File: src/rtl/l2sw_pkg.sv
// l2sw_pkg: shared link/blink state types and XGMII start-lane constants
package l2sw_pkg;
  typedef enum logic [1:0] {DOWN, UP_WAIT, UP, DOWN_WAIT} link_st_t;
  typedef enum logic [1:0] {IDLE, OFF, ON} blink_st_t;
  localparam logic [7:0] XGMII_START = 8'hFB;
  localparam int START_LANE0 = 0;
  localparam int START_LANE1 = 4;
endpackage

File: src/rtl/xphy_link_monitor_if.sv
// xphy_link_monitor_if: per-port PHY status/XGMII RX inputs and link supervisor outputs
interface xphy_link_monitor_if #(
  parameter int NPORTS = 4,
  parameter int CNT_W  = 16
);
  logic [8*NPORTS-1:0]     xphy_status;
  logic [64*NPORTS-1:0]    xgmii_rxd;
  logic [8*NPORTS-1:0]     xgmii_rxc;
  logic                    flap_clr;
  logic [NPORTS-1:0]       link_up;
  logic [NPORTS-1:0]       link_chg;
  logic [CNT_W*NPORTS-1:0] flap_cnt;
  logic [NPORTS-1:0]       led;
  modport master (output xphy_status, xgmii_rxd, xgmii_rxc, flap_clr,
                  input  link_up, link_chg, flap_cnt, led);
  modport slave  (input  xphy_status, xgmii_rxd, xgmii_rxc, flap_clr,
                  output link_up, link_chg, flap_cnt, led);
endinterface

File: src/rtl/xphy_link_port.sv
// xphy_link_port: one port's block-lock debounce FSM, flap counter and LED (blink with XPHY_LINK_ACTIVITY_BLINK_EN)
module xphy_link_port
  import l2sw_pkg::*;
#(
  parameter int DEBOUNCE_CYC = 156250,
  parameter int BLINK_CYC    = 7812500,
  parameter int CNT_W        = 16
) (
  input  logic             clk,
  input  logic             rst,
  input  logic             i_stat,
  input  logic [63:0]      i_rxd,
  input  logic [7:0]       i_rxc,
  input  logic             i_flap_clr,
  output logic             o_link_up,
  output logic             o_link_chg,
  output logic [CNT_W-1:0] o_flap_cnt,
  output logic             o_led
);
  localparam int DW = $clog2(DEBOUNCE_CYC);
  localparam logic [DW-1:0] D_LAST = DW'(DEBOUNCE_CYC - 1);
  logic             r_stat;
  logic [63:0]      r_rxd;
  logic [7:0]       r_rxc;
  link_st_t         r_state, w_state_nx;
  logic [DW-1:0]    r_dcnt, w_dcnt_nx;
  logic             r_link_up, r_link_chg, w_up_nx, w_flap, w_act;
  logic [CNT_W-1:0] r_flap_cnt;
  always_comb begin
    w_state_nx = r_state;
    w_dcnt_nx  = r_dcnt;
    case (r_state)
      DOWN: if (r_stat) begin
        w_state_nx = UP_WAIT;
        w_dcnt_nx  = '0;
      end
      UP_WAIT:
        if (!r_stat) w_state_nx = DOWN;
        else if (r_dcnt == D_LAST) w_state_nx = UP;
        else w_dcnt_nx = r_dcnt + 1'b1;
      UP: if (!r_stat) begin
        w_state_nx = DOWN_WAIT;
        w_dcnt_nx  = '0;
      end
      default:
        if (r_stat) w_state_nx = UP;
        else if (r_dcnt == D_LAST) w_state_nx = DOWN;
        else w_dcnt_nx = r_dcnt + 1'b1;
    endcase
  end
  // link_up registers the next state so it lands on the same edge the FSM enters UP/DOWN
  assign w_up_nx = (w_state_nx == UP) || (w_state_nx == DOWN_WAIT);
  assign w_flap  = (r_state == DOWN_WAIT) && (w_state_nx == DOWN);
  assign w_act   = r_link_up &
                   ((r_rxc[START_LANE0] & (r_rxd[8*START_LANE0 +: 8] == XGMII_START)) |
                    (r_rxc[START_LANE1] & (r_rxd[8*START_LANE1 +: 8] == XGMII_START)));
  always_ff @(posedge clk) begin
    if (rst) begin
      r_stat     <= 1'b0;
      r_rxd      <= '0;
      r_rxc      <= '0;
      r_state    <= DOWN;
      r_dcnt     <= '0;
      r_link_up  <= 1'b0;
      r_link_chg <= 1'b0;
      r_flap_cnt <= '0;
    end else begin
      r_stat     <= i_stat;
      r_rxd      <= i_rxd;
      r_rxc      <= i_rxc;
      r_state    <= w_state_nx;
      r_dcnt     <= w_dcnt_nx;
      r_link_up  <= w_up_nx;
      r_link_chg <= w_up_nx ^ r_link_up;
      r_flap_cnt <= i_flap_clr ? '0 : (w_flap && !(&r_flap_cnt)) ? r_flap_cnt + 1'b1 : r_flap_cnt;
    end
  end
  assign o_link_up  = r_link_up;
  assign o_link_chg = r_link_chg;
  assign o_flap_cnt = r_flap_cnt;
`ifdef XPHY_LINK_ACTIVITY_BLINK_EN
  localparam int BW = $clog2(BLINK_CYC + 1);
  localparam logic [BW-1:0] B_LAST = BW'(BLINK_CYC - 1);
  blink_st_t     r_bst, w_bst_nx;
  logic [BW-1:0] r_bcnt, w_bcnt_nx;
  always_comb begin
    w_bst_nx  = r_bst;
    w_bcnt_nx = r_bcnt;
    if (!r_link_up) w_bst_nx = IDLE;
    else case (r_bst)
      IDLE: if (w_act) begin
        w_bst_nx  = OFF;
        w_bcnt_nx = '0;
      end
      OFF:
        if (r_bcnt == B_LAST) begin
          w_bst_nx  = ON;
          w_bcnt_nx = '0;
        end else w_bcnt_nx = r_bcnt + 1'b1;
      default:
        if (r_bcnt == B_LAST) w_bst_nx = IDLE;
        else w_bcnt_nx = r_bcnt + 1'b1;
    endcase
  end
  always_ff @(posedge clk) begin
    if (rst) begin
      r_bst  <= IDLE;
      r_bcnt <= '0;
    end else begin
      r_bst  <= w_bst_nx;
      r_bcnt <= w_bcnt_nx;
    end
  end
  assign o_led = r_link_up & (r_bst != OFF);
`else
  assign o_led = r_link_up;
`endif
endmodule

File: src/rtl/xphy_link_monitor.sv
// xphy_link_monitor: NPORTS-wide link supervisor; slices the flattened buses onto xphy_link_port instances
// Optional RX-activity LED blink is enabled by defining XPHY_LINK_ACTIVITY_BLINK_EN.
module xphy_link_monitor #(
  parameter int NPORTS       = 4,
  parameter int DEBOUNCE_CYC = 156250,
  parameter int BLINK_CYC    = 7812500,
  parameter int CNT_W        = 16
) (
  input  logic                sys_clk,
  input  logic                sys_rst,
  xphy_link_monitor_if.slave  bus
);
  logic [NPORTS-1:0]       w_link_up, w_link_chg, w_led;
  logic [CNT_W*NPORTS-1:0] w_flap_cnt;
  for (genvar g = 0; g < NPORTS; g++) begin : g_port
    xphy_link_port #(
      .DEBOUNCE_CYC(DEBOUNCE_CYC),
      .BLINK_CYC   (BLINK_CYC),
      .CNT_W       (CNT_W)
    ) u_port (
      .clk       (sys_clk),
      .rst       (sys_rst),
      .i_stat    (bus.xphy_status[8*g]),
      .i_rxd     (bus.xgmii_rxd[64*g +: 64]),
      .i_rxc     (bus.xgmii_rxc[8*g +: 8]),
      .i_flap_clr(bus.flap_clr),
      .o_link_up (w_link_up[g]),
      .o_link_chg(w_link_chg[g]),
      .o_flap_cnt(w_flap_cnt[CNT_W*g +: CNT_W]),
      .o_led     (w_led[g])
    );
  end
  assign bus.link_up  = w_link_up;
  assign bus.link_chg = w_link_chg;
  assign bus.flap_cnt = w_flap_cnt;
  assign bus.led      = w_led;
endmodule

File: src/flat_wrapper.sv
// flat-port wrapper written by rule: the top's interface ports become plain ports
module xphy_link_monitor_flat 
#(
  parameter int NPORTS       = 4,
  parameter int DEBOUNCE_CYC = 156250,
  parameter int BLINK_CYC    = 7812500,
  parameter int CNT_W        = 16
)
  (sys_clk, sys_rst, bus_xphy_status, bus_xgmii_rxd, bus_xgmii_rxc, bus_flap_clr, bus_link_up, bus_link_chg, bus_flap_cnt, bus_led);
  xphy_link_monitor_if #(.NPORTS(NPORTS), .CNT_W(CNT_W)) bus_i ();
  input  logic sys_clk;
  input  logic sys_rst;
  input wire logic [$bits(bus_i.xphy_status)-1:0] bus_xphy_status;
  input wire logic [$bits(bus_i.xgmii_rxd)-1:0] bus_xgmii_rxd;
  input wire logic [$bits(bus_i.xgmii_rxc)-1:0] bus_xgmii_rxc;
  input wire logic [$bits(bus_i.flap_clr)-1:0] bus_flap_clr;
  output wire logic [$bits(bus_i.link_up)-1:0] bus_link_up;
  output wire logic [$bits(bus_i.link_chg)-1:0] bus_link_chg;
  output wire logic [$bits(bus_i.flap_cnt)-1:0] bus_flap_cnt;
  output wire logic [$bits(bus_i.led)-1:0] bus_led;
  assign bus_i.xphy_status = bus_xphy_status;
  assign bus_i.xgmii_rxd = bus_xgmii_rxd;
  assign bus_i.xgmii_rxc = bus_xgmii_rxc;
  assign bus_i.flap_clr = bus_flap_clr;
  assign bus_link_up = bus_i.link_up;
  assign bus_link_chg = bus_i.link_chg;
  assign bus_flap_cnt = bus_i.flap_cnt;
  assign bus_led = bus_i.led;
  xphy_link_monitor #(.NPORTS(NPORTS), .DEBOUNCE_CYC(DEBOUNCE_CYC), .BLINK_CYC(BLINK_CYC), .CNT_W(CNT_W)) u_core (.sys_clk(sys_clk), .sys_rst(sys_rst), .bus(bus_i));
endmodule
File: config.mk
export PLATFORM = sky130hd
export DESIGN_NAME = xphy_link_monitor_flat
export DESIGN_NICKNAME = d
export VERILOG_FILES = /design/src/rtl/l2sw_pkg.sv /design/src/rtl/xphy_link_monitor_if.sv /design/src/rtl/xphy_link_port.sv /design/src/rtl/xphy_link_monitor.sv /design/src/flat_wrapper.sv
export SDC_FILE = /design/constraint.sdc
export NUM_CORES = 1
export LEC_CHECK = 0
export ABC_AREA = 1
export CORE_ASPECT_RATIO = 1.75
export CORE_UTILIZATION = 35
export DETAILED_ROUTE_END_ITERATION = 10
export PLACE_DENSITY = 0.72
export RECOVER_POWER = 100
export SYNTH_ARGS = -nofsm -noshare
export SYNTH_HDL_FRONTEND = slang
export SYNTH_SLANG_ARGS = --single-unit
File: constraint.sdc
create_clock -name sys_clk -period 2.2 [get_ports sys_clk]
set_input_delay 0.55 -clock sys_clk [delete_from_list [all_inputs] [get_ports sys_clk]]
set_output_delay 0.55 -clock sys_clk [all_outputs]
set_load 0.05 [all_outputs]
==> flow_summary.html, run 1 <==
<table>
<tr><th>Metric</th><th>Value</th></tr>
<tr><th colspan="2">CTS</th></tr>
<tr><td>Clk Latency, worst-skew pair</td><td>between 400 and 500 ps</td></tr>
<tr><td>Post-CTS setup buffers</td><td>0</td></tr>
<tr><td>Post-CTS sizing</td><td>51</td></tr>
<tr><td>CTS clock-pin slew for the worst setup and hold paths</td><td>60 ps</td></tr>
<tr><td>Clock Path Buffers</td><td>2</td></tr>
<tr><td>H-tree Lvls</td><td>4</td></tr>
<tr><td>Number of clock sinks</td><td>156</td></tr>
<tr><td>Root buf cell</td><td>sky130_fd_sc_hd__clkbuf_16</td></tr>
<tr><td>Number of buffers inserted during clock tree synthesis</td><td>17</td></tr>
<tr><td>Total of hold buffers inserted after clock tree synthesis</td><td>0</td></tr>
<tr><td>TritonCTS clock tree</td><td>built</td></tr>
<tr><th colspan="2">Timing</th></tr>
<tr><td>Worst slew slack as a fraction of its limit</td><td>17.3%</td></tr>
<tr><td>Final critical-path required period</td><td>around 2100 ps</td></tr>
<tr><td>Setup WS post-layout</td><td>58.4 ps</td></tr>
<tr><td>Highest attainable clock frequency</td><td>467 MHz</td></tr>
<tr><td>Clock tree skew after final layout</td><td>11.0 ps</td></tr>
<tr><td>Max Slew Vio Count</td><td>0</td></tr>
<tr><td>Count of final setup violators</td><td>0</td></tr>
<tr><td>Setup TNS Final</td><td>0 ps</td></tr>
<tr><td>Period Utilization, post-route</td><td>a little over nine tenths</td></tr>
<tr><td>RSZ-0062 raised after global routing</td><td>no</td></tr>
<tr><td>Slew of the pin with the lowest slew margin</td><td>1240 ps</td></tr>
<tr><td>Final-report hold violation count</td><td>0</td></tr>
<tr><th colspan="2">Synthesis</th></tr>
<tr><td>Share of the synthesized area in the top cell type</td><td>35.2%</td></tr>
<tr><td>Post-synth ARST share</td><td>0%</td></tr>
<tr><td>Primary FF master, synth</td><td>sky130_fd_sc_hd__dfxtp_1</td></tr>
<tr><td>Cell count after synthesis</td><td>around 1400</td></tr>
<tr><td>Number of enable-type register cells in the synthesized netlist</td><td>0</td></tr>
<tr><td>Sequential element share of the synthesized area</td><td>35.2%</td></tr>
<tr><td>Mean cell area of the mapped netlist</td><td>6.33 um^2</td></tr>
<tr><td>Synth Warn #</td><td>0</td></tr>
<tr><td>Number of nets produced by synthesis</td><td>1734</td></tr>
<tr><td>Library cell occupying the most area in the post-synthesis netlist</td><td>sky130_fd_sc_hd__dfxtp_1</td></tr>
<tr><td>Count of state elements after synthesis</td><td>156</td></tr>
<tr><td>Synth top area cells</td><td>sky130_fd_sc_hd__dfxtp_1 35%, sky130_fd_sc_hd__nand2_1 16%, sky130_fd_sc_hd__nor2_1 11%, sky130_fd_sc_hd__inv_1 6.9%, sky130_fd_sc_hd__nand3_1 5.3%</td></tr>
<tr><td>Unique masters post-synth</td><td>40</td></tr>
<tr><td>Netlist area before placement</td><td>around 8900 um^2</td></tr>
<tr><th colspan="2">Pwr</th></tr>
<tr><td>Maximum vdd drop</td><td>0.494 mV</td></tr>
<tr><td>PD cells</td><td>578 nW/um^2</td></tr>
<tr><td>Post-layout power</td><td>6010 uW</td></tr>
<tr><td>Pleak</td><td>between 0.004 and 0.005 uW</td></tr>
<tr><th colspan="2">Worst hold path</th></tr>
<tr><td>Hold path start</td><td>u_core.g_port[3].u_port.o_flap_cnt[3]$_SDFFE_PP0P_</td></tr>
<tr><td>Worst-case hold path end point</td><td>u_core.g_port[3].u_port.o_flap_cnt[3]$_SDFFE_PP0P_</td></tr>
<tr><td>Min-Delay Path Class</td><td>flip-flop to flip-flop</td></tr>
<tr><td>WHS Path Cells</td><td>2</td></tr>
<tr><th colspan="2">Outcome</th></tr>
<tr><td>Status</td><td>finished, final reports clean</td></tr>
<tr><th colspan="2">Routing</th></tr>
<tr><td>Vias per inst</td><td>4.90</td></tr>
<tr><td>Routed wire per std cell</td><td>12.4 um</td></tr>
<tr><td>Total iterations of the first detailed-routing run</td><td>5</td></tr>
<tr><td>Antenna violation net count after detailed routing</td><td>0</td></tr>
<tr><td>DR vias</td><td>8912</td></tr>
<tr><td>Initial DRC Count</td><td>343</td></tr>
<tr><td>Final routed wirelength across all metal layers</td><td>about 22000 um</td></tr>
<tr><td>DRC Markers</td><td>0</td></tr>
<tr><th colspan="2">Place</th></tr>
<tr><td>Dpl cells</td><td>1785</td></tr>
<tr><td>Detailed placer's ending HPWL</td><td>17100 um</td></tr>
<tr><td>Number of port buffers</td><td>between 80 and 90</td></tr>
<tr><td>Pre-CTS worst setup slack</td><td>261 ps</td></tr>
<tr><td>GPL Wtd Cong</td><td>0.903</td></tr>
<tr><td>Area after DPL</td><td>10000 um^2</td></tr>
<tr><th colspan="2">Finish</th></tr>
<tr><td>Ratio of cells with drive above 1 in the final layout</td><td>6.64%</td></tr>
<tr><td>Filler-free cell count of the finished design</td><td>1817</td></tr>
<tr><td>Leading cell type in the layout, fill and taps excluded</td><td>sky130_fd_sc_hd__nand2_1</td></tr>
<tr><td>Final Instance Area</td><td>roughly 10000 um^2</td></tr>
<tr><td>Area growth from synthesis to layout</td><td>17.4%</td></tr>
<tr><td>Highest-count cells in the layout ignoring fill and taps</td><td>371 x sky130_fd_sc_hd__nand2_1, 257 x sky130_fd_sc_hd__nor2_1, 164 x sky130_fd_sc_hd__inv_1, 156 x sky130_fd_sc_hd__dfxtp_1, 96 x sky130_fd_sc_hd__nand3_1</td></tr>
<tr><td>Antenna fix cells</td><td>0</td></tr>
<tr><td>Number of nets in the layout</td><td>1827</td></tr>
<tr><th colspan="2">Floorplanning</th></tr>
<tr><td>Core region area</td><td>24700 um^2</td></tr>
<tr><td>Die area</td><td>26000 um^2</td></tr>
<tr><td>Die span in x</td><td>122 um</td></tr>
<tr><td>Top-level I/O count</td><td>roughly 400</td></tr>
<tr><td>Die extent in y</td><td>212 um</td></tr>
<tr><td>Initial core utilization</td><td>35.8%</td></tr>
<tr><td>Site row count</td><td>76</td></tr>
<tr><th colspan="2">Critical path</th></tr>
<tr><td>Cell with the largest stage delay on the worst path</td><td>sky130_fd_sc_hd__clkdlybuf4s50_1</td></tr>
<tr><td>Start of the worst register-to-register path</td><td>u_core.g_port[3].u_port.r_dcnt[9]$_SDFFE_PP0P_</td></tr>
<tr><td>Startpoint class of the critical path</td><td>flip-flop</td></tr>
<tr><td>Cell depth of the worst flop-to-flop path</td><td>9</td></tr>
<tr><td>Start-to-end type of the worst setup path</td><td>flip-flop to output port</td></tr>
<tr><td>Endpoint kind of the worst setup timing path</td><td>output port</td></tr>
<tr><td>Data required time at the worst endpoint</td><td>1650 ps</td></tr>
<tr><td>Delay of the slowest critical-path stage</td><td>800 ps</td></tr>
<tr><td>Register-to-register setup slack</td><td>~200 ps</td></tr>
<tr><td>CP Buf/Inv Count</td><td>1</td></tr>
<tr><td>Cells traversed along the worst timing path</td><td>clkdlybuf4s50_1</td></tr>
<tr><td>Worst-path fanout max</td><td>3</td></tr>
<tr><td>Critical Path AT</td><td>1590 ps</td></tr>
<tr><td>Reg-to-reg endpoint</td><td>u_core.g_port[3].u_port.o_link_chg$_SDFF_PP0_</td></tr>
<tr><td>Dominant delay contributor by cell family on the critical path</td><td>buffers and inverters</td></tr>
<tr><th colspan="2">Global route</th></tr>
<tr><td>Number of global-route vias before repair</td><td>8538</td></tr>
<tr><td>Total GRT Usage</td><td>18.3%</td></tr>
<tr><td>Largest net degree at the start of global routing</td><td>26</td></tr>
<tr><td>Leftover overflow at the end of global routing</td><td>0</td></tr>
<tr><td>Global-route wire length before repair</td><td>38100 um</td></tr>
<tr><td>Number of antenna violations at the first check in global routing</td><td>0</td></tr>
<tr><th colspan="2">Job</th></tr>
<tr><td>Maximum Capacitance Violations</td><td>0</td></tr>
</table>
cell families (layout without fill, tap and decap cells):
group           count (synthesis)  in the layout  synth area share, %
simple gates                  860            860                 42.1
buf+inv                       220            326                 10.7
flops                         156            156                 35.2
compound gates                129            129                 8.09
xor+xnor                       22             22                 2.17
fa+ha+maj                      12             12                 1.69
power breakdown:
part	switching, uW	internal, uW
Clock	1230	1740
Combinational	138	56.7
Sequential	13.0	2840
Total	1380	4630
stage by stage:
stage / util, % / hold slack, ps
after floorplan: - / 458
after global placement: 40.6 / 459
after detailed placement: 40.6 / 466
after CTS: 42.8 / 421
after global routing: 42.1 / 499
final: 42.1 / 476
final cells by class:
type | instances | area, um^2
clock inverter | 12 | 138
tap | 312 | 390
clock buffer | 20 | 457
sequential | 156 | 3120
fill | 2645 | 14300
inverter | 176 | 661
multi-input combinational | 1023 | 4750
timing repair buffer | 118 | 885
worst max path at each step:
stage                                                                   start                                                 end  slack, ps  cells after the start
after floorplan            u_core.g_port[2].u_port.o_flap_cnt[0]$_SDFFE_PP0P_  u_core.g_port[2].u_port.o_flap_cnt[4]$_SDFFE_PP0P_        170                     10
after global placement         u_core.g_port[0].u_port.r_dcnt[0]$_SDFFE_PP0P_  u_core.g_port[0].u_port.o_flap_cnt[5]$_SDFFE_PP0P_        300                     10
after detailed placement       u_core.g_port[2].u_port.r_dcnt[0]$_SDFFE_PP0P_  u_core.g_port[2].u_port.o_flap_cnt[1]$_SDFFE_PP0P_        260                     10
after CTS                 u_core.g_port[0].u_port.o_flap_cnt[10]$_SDFFE_PP0P_                                    bus_flap_cnt[10]          2                      1
after global routing                 u_core.g_port[0].u_port.o_led$_SDFF_PP0_                                      bus_link_up[0]          3                      1
final                                u_core.g_port[0].u_port.o_led$_SDFF_PP0_                                      bus_link_up[0]         60                      1
synthesized netlist by cell type (3+ instances only):
| master | n |
|---|---|
| sky130_fd_sc_hd__nor2_1 | 254 |
| sky130_fd_sc_hd__xor2_1 | 15 |
| sky130_fd_sc_hd__buf_2 | 7 |
| sky130_fd_sc_hd__o31ai_1 | 3 |
| sky130_fd_sc_hd__dfxtp_1 | 156 |
| sky130_fd_sc_hd__inv_2 | 13 |
| sky130_fd_sc_hd__inv_1 | 162 |
| sky130_fd_sc_hd__o21ai_1 | 14 |
| sky130_fd_sc_hd__and3_1 | 4 |
| sky130_fd_sc_hd__o21bai_1 | 10 |
| sky130_fd_sc_hd__nand2_2 | 9 |
| sky130_fd_sc_hd__nor2_4 | 3 |
| sky130_fd_sc_hd__nor4_1 | 3 |
| sky130_fd_sc_hd__ha_1 | 12 |
| sky130_fd_sc_hd__nand4_1 | 57 |
| sky130_fd_sc_hd__clkbuf_1 | 13 |
| sky130_fd_sc_hd__nand2_1 | 368 |
| sky130_fd_sc_hd__nor2_2 | 10 |
| sky130_fd_sc_hd__nand3_1 | 94 |
| sky130_fd_sc_hd__buf_6 | 7 |
| sky130_fd_sc_hd__xnor2_1 | 7 |
| sky130_fd_sc_hd__nor3_1 | 35 |
| sky130_fd_sc_hd__nor3_2 | 3 |
| sky130_fd_sc_hd__o21ai_0 | 28 |
| sky130_fd_sc_hd__nand3_2 | 3 |
| sky130_fd_sc_hd__buf_4 | 17 |
| sky130_fd_sc_hd__a21oi_1 | 65 |
| sky130_fd_sc_hd__nor3b_1 | 5 |
| sky130_fd_sc_hd__nand3b_1 | 7 |
flip-flops by register name (all words and copies together), names as in the netlist:
| name | count |
|---|---|
| u_core.g_port.u_port.r_dcnt | 72 |
| u_core.g_port.u_port.o_flap_cnt | 64 |
| u_core.g_port.u_port.r_state | 8 |
| u_core.g_port.u_port.o_led | 4 |
| u_core.g_port.u_port.o_link_chg | 4 |
| u_core.g_port.u_port.r_stat | 4 |
layer usage:
metal  up-vias  share of wire (%)  wire [um]  GRT usage, %
met2       178                 52      11700          33.9
met5         -                  0          0             0
li1       4632                  -          -             -
met1      4049                 39       8800          18.3
met4         0                3.6        809          9.08
met3        53                5.3       1190          4.77
Note: power is estimated with default switching activity, not from simulation.
==> inputs of run 2 (changes only) <==
- CORE_MARGIN: not set -> 10
==> flow_summary.html, run 2 (synthesis gave the netlist of run 1 again) <==
<table>
<tr><th>Metric</th><th>Value</th></tr>
<tr><th colspan="2">Routing</th></tr>
<tr><td>Routed wire per std cell</td><td>about 13 um</td></tr>
<tr><td>Antenna violation net count after detailed routing</td><td>0</td></tr>
<tr><td>DR vias</td><td>around 8900</td></tr>
<tr><td>Total iterations of the first detailed-routing run</td><td>5</td></tr>
<tr><td>Final routed wirelength across all metal layers</td><td>23500 um</td></tr>
<tr><td>Vias per inst</td><td>4.90</td></tr>
<tr><td>Initial DRC Count</td><td>495</td></tr>
<tr><td>DRC Markers</td><td>0</td></tr>
<tr><th colspan="2">Floorplanning</th></tr>
<tr><td>Die area</td><td>32300 um^2</td></tr>
<tr><td>Site row count</td><td>77</td></tr>
<tr><td>Initial core utilization</td><td>35.2%</td></tr>
<tr><td>Die span in x</td><td>140 um</td></tr>
<tr><td>Die extent in y</td><td>230 um</td></tr>
<tr><td>Core region area</td><td>25100 um^2</td></tr>
<tr><td>Top-level I/O count</td><td>399</td></tr>
<tr><th colspan="2">Finish</th></tr>
<tr><td>Layout filler cell count</td><td>~2700</td></tr>
<tr><td>Number of nets in the layout</td><td>1821</td></tr>
<tr><td>Largest register by flop count</td><td>u_core.g_port.u_port.r_dcnt</td></tr>
<tr><td>Leading cell type in the layout, fill and taps excluded</td><td>sky130_fd_sc_hd__nand2_1</td></tr>
<tr><td>Largest register FFs</td><td>72</td></tr>
<tr><td>Area growth from synthesis to layout</td><td>16.5%</td></tr>
<tr><td>Antenna fix cells</td><td>0</td></tr>
<tr><td>Highest-count cells in the layout ignoring fill and taps</td><td>371 x sky130_fd_sc_hd__nand2_1, 258 x sky130_fd_sc_hd__nor2_1, 162 x sky130_fd_sc_hd__inv_1, 156 x sky130_fd_sc_hd__dfxtp_1, 96 x sky130_fd_sc_hd__nand3_1</td></tr>
<tr><td>Filler-free cell count of the finished design</td><td>1815</td></tr>
<tr><td>Ratio of cells with drive above 1 in the final layout</td><td>6.47%</td></tr>
<tr><th colspan="2">CTS</th></tr>
<tr><td>Number of buffers inserted during clock tree synthesis</td><td>17</td></tr>
<tr><td>Post-CTS setup buffers</td><td>0</td></tr>
<tr><td>Number of clock sinks</td><td>156</td></tr>
<tr><td>Root buf cell</td><td>sky130_fd_sc_hd__clkbuf_16</td></tr>
<tr><td>TritonCTS clock tree</td><td>built</td></tr>
<tr><td>Clk Latency, worst-skew pair</td><td>450 ps</td></tr>
<tr><td>CTS clock-pin slew for the worst setup and hold paths</td><td>around 70 ps</td></tr>
<tr><td>H-tree Lvls</td><td>4</td></tr>
<tr><td>Total of hold buffers inserted after clock tree synthesis</td><td>0</td></tr>
<tr><td>Clock Path Buffers</td><td>2</td></tr>
<tr><th colspan="2">Pwr</th></tr>
<tr><td>Logic pwr share</td><td>about 3.2%</td></tr>
<tr><td>Maximum vdd drop</td><td>0.502 mV</td></tr>
<tr><td>PD cells</td><td>585 nW/um^2</td></tr>
<tr><td>Cell-internal power</td><td>between 4000 and 5000 uW</td></tr>
<tr><td>Proportion of power drawn by the clock network</td><td>49.6%</td></tr>
<tr><td>Pleak</td><td>just over 0.004 uW</td></tr>
<tr><td>Sequential fraction of design power</td><td>between 40% and 50%</td></tr>
<tr><td>Switching Share</td><td>23.4%</td></tr>
<tr><td>Net switching power figure</td><td>1410 uW</td></tr>
<tr><th colspan="2">Critical path</th></tr>
<tr><td>Dominant delay contributor by cell family on the critical path</td><td>buffers and inverters</td></tr>
<tr><td>CP Buf/Inv Count</td><td>1</td></tr>
<tr><td>Data required time at the worst endpoint</td><td>1650 ps</td></tr>
<tr><td>Delay of the slowest critical-path stage</td><td>800 ps</td></tr>
<tr><td>Endpoint kind of the worst setup timing path</td><td>output port</td></tr>
<tr><td>Worst-path fanout max</td><td>1</td></tr>
<tr><td>Startpoint class of the critical path</td><td>flip-flop</td></tr>
<tr><td>Cell with the largest stage delay on the worst path</td><td>sky130_fd_sc_hd__clkdlybuf4s50_1</td></tr>
<tr><td>Critical Path AT</td><td>approximately 1600 ps</td></tr>
<tr><td>Cells traversed along the worst timing path</td><td>clkdlybuf4s50_1</td></tr>
<tr><td>Start-to-end type of the worst setup path</td><td>flip-flop to output port</td></tr>
<tr><th colspan="2">Timing</th></tr>
<tr><td>Clock tree skew after final layout</td><td>9.83 ps</td></tr>
<tr><td>Highest attainable clock frequency</td><td>474 MHz</td></tr>
<tr><td>Setup TNS Final</td><td>0 ps</td></tr>
<tr><td>Period Utilization, post-route</td><td>around 96%</td></tr>
<tr><td>Max Slew Vio Count</td><td>0</td></tr>
<tr><td>Count of final setup violators</td><td>0</td></tr>
<tr><td>Worst slew slack as a fraction of its limit</td><td>23.8%</td></tr>
<tr><td>Final critical-path required period</td><td>2110 ps</td></tr>
<tr><td>Final-report hold violation count</td><td>0</td></tr>
<tr><td>RSZ-0062 raised after global routing</td><td>no</td></tr>
<tr><td>Slew of the pin with the lowest slew margin</td><td>1140 ps</td></tr>
<tr><th colspan="2">Job</th></tr>
<tr><td>Maximum Capacitance Violations</td><td>0</td></tr>
<tr><th colspan="2">Outcome</th></tr>
<tr><td>Status</td><td>finished, final reports clean</td></tr>
<tr><th colspan="2">Global route</th></tr>
<tr><td>Global-route wire length before repair</td><td>39100 um</td></tr>
<tr><td>Number of global-route vias before repair</td><td>8565</td></tr>
<tr><td>Leftover overflow at the end of global routing</td><td>0</td></tr>
<tr><td>Number of antenna violations at the first check in global routing</td><td>0</td></tr>
<tr><td>Largest net degree at the start of global routing</td><td>24</td></tr>
<tr><td>Total GRT Usage</td><td>14.3%</td></tr>
<tr><th colspan="2">Worst hold path</th></tr>
<tr><td>Min-Delay Path Class</td><td>flip-flop to flip-flop</td></tr>
<tr><th colspan="2">Place</th></tr>
<tr><td>Dpl cells</td><td>1783</td></tr>
<tr><td>Detailed placer's ending HPWL</td><td>17800 um</td></tr>
<tr><td>GPL Wtd Cong</td><td>between 0.9 and 1</td></tr>
<tr><td>Number of port buffers</td><td>82</td></tr>
</table>
==> run 2: per-layer routing <==
| layer | GRT usage (%) | share of wire [%] | wire [um] | up-vias |
|---|---|---|---|---|
| met5 | 0 | 0 | 0 | - |
| met4 | 5.86 | 2.4 | 554 | 0 |
| met3 | 4.13 | 4.8 | 1130 | 39 |
| met1 | 14.5 | 40 | 9390 | 4093 |
| li1 | - | - | - | 4613 |
| met2 | 26.4 | 53 | 12400 | 157 |
==> run 2: power by group through the flow <==
stage | Clock [uW] | Combinational [uW] | Sequential, uW
finish | 2990 | 190 | 2850
global route | 3180 | 213 | 2850
CTS | 3070 | 201 | 2850
detailed placement | 0 | 200 | 2910
global placement | 0 | 199 | 2910
floorplan | 0 | 127 | 2910
==> run 2: final timing paths <==
path,start,end,slack (ps),cells after the start
worst max register to register,u_core.g_port[1].u_port.r_dcnt[0]$_SDFFE_PP0P_,u_core.g_port[1].u_port.o_flap_cnt[5]$_SDFFE_PP0P_,210,9
worst min register to register,u_core.g_port[3].u_port.o_flap_cnt[3]$_SDFFE_PP0P_,u_core.g_port[3].u_port.o_flap_cnt[3]$_SDFFE_PP0P_,470,2
worst max-delay path,u_core.g_port[2].u_port.o_link_chg$_SDFF_PP0_,bus_link_chg[2],90,1
worst min-delay path,u_core.g_port[3].u_port.o_flap_cnt[3]$_SDFFE_PP0P_,u_core.g_port[3].u_port.o_flap_cnt[3]$_SDFFE_PP0P_,470,2
==> run 2: timing repair <==
action,CTS,global route
gates resized for setup,48,7
pin swaps,0,0
setup endpoints to repair,48,7
hold endpoints to repair,0,0
==> run 2: area by class of cell <==
| class | instances | area, um^2 | area share, % |
|---|---|---|---|
| repair buffers | 112 | 808 | 7.83 |
| multi-input cells | 1023 | 4740 | 45.9 |
| clock buffers | 19 | 453 | 4.39 |
| clock inverters | 13 | 139 | 1.35 |
| well taps | 316 | 395 | 3.83 |
| inverters | 176 | 661 | 6.40 |
| flip-flops and latches | 156 | 3120 | 30.3 |
==> run 2: metrics by stage <==
step / setup WS, ps / util [%] / hold WS (ps) / power (uW) / instance area [um^2]
finish: 88.6 / 41.0 / 466 / 6030 / 10300
detailed placement: 297 / 39.7 / 451 / 3110 / 9980
floorplan: 174 / - / 458 / 3040 / 8860
CTS: 2.13 / 41.8 / 392 / 6120 / 10500
global placement: 341 / 39.7 / 448 / 3110 / 9980
global route: 33.9 / 41.0 / 494 / 6240 / 10300
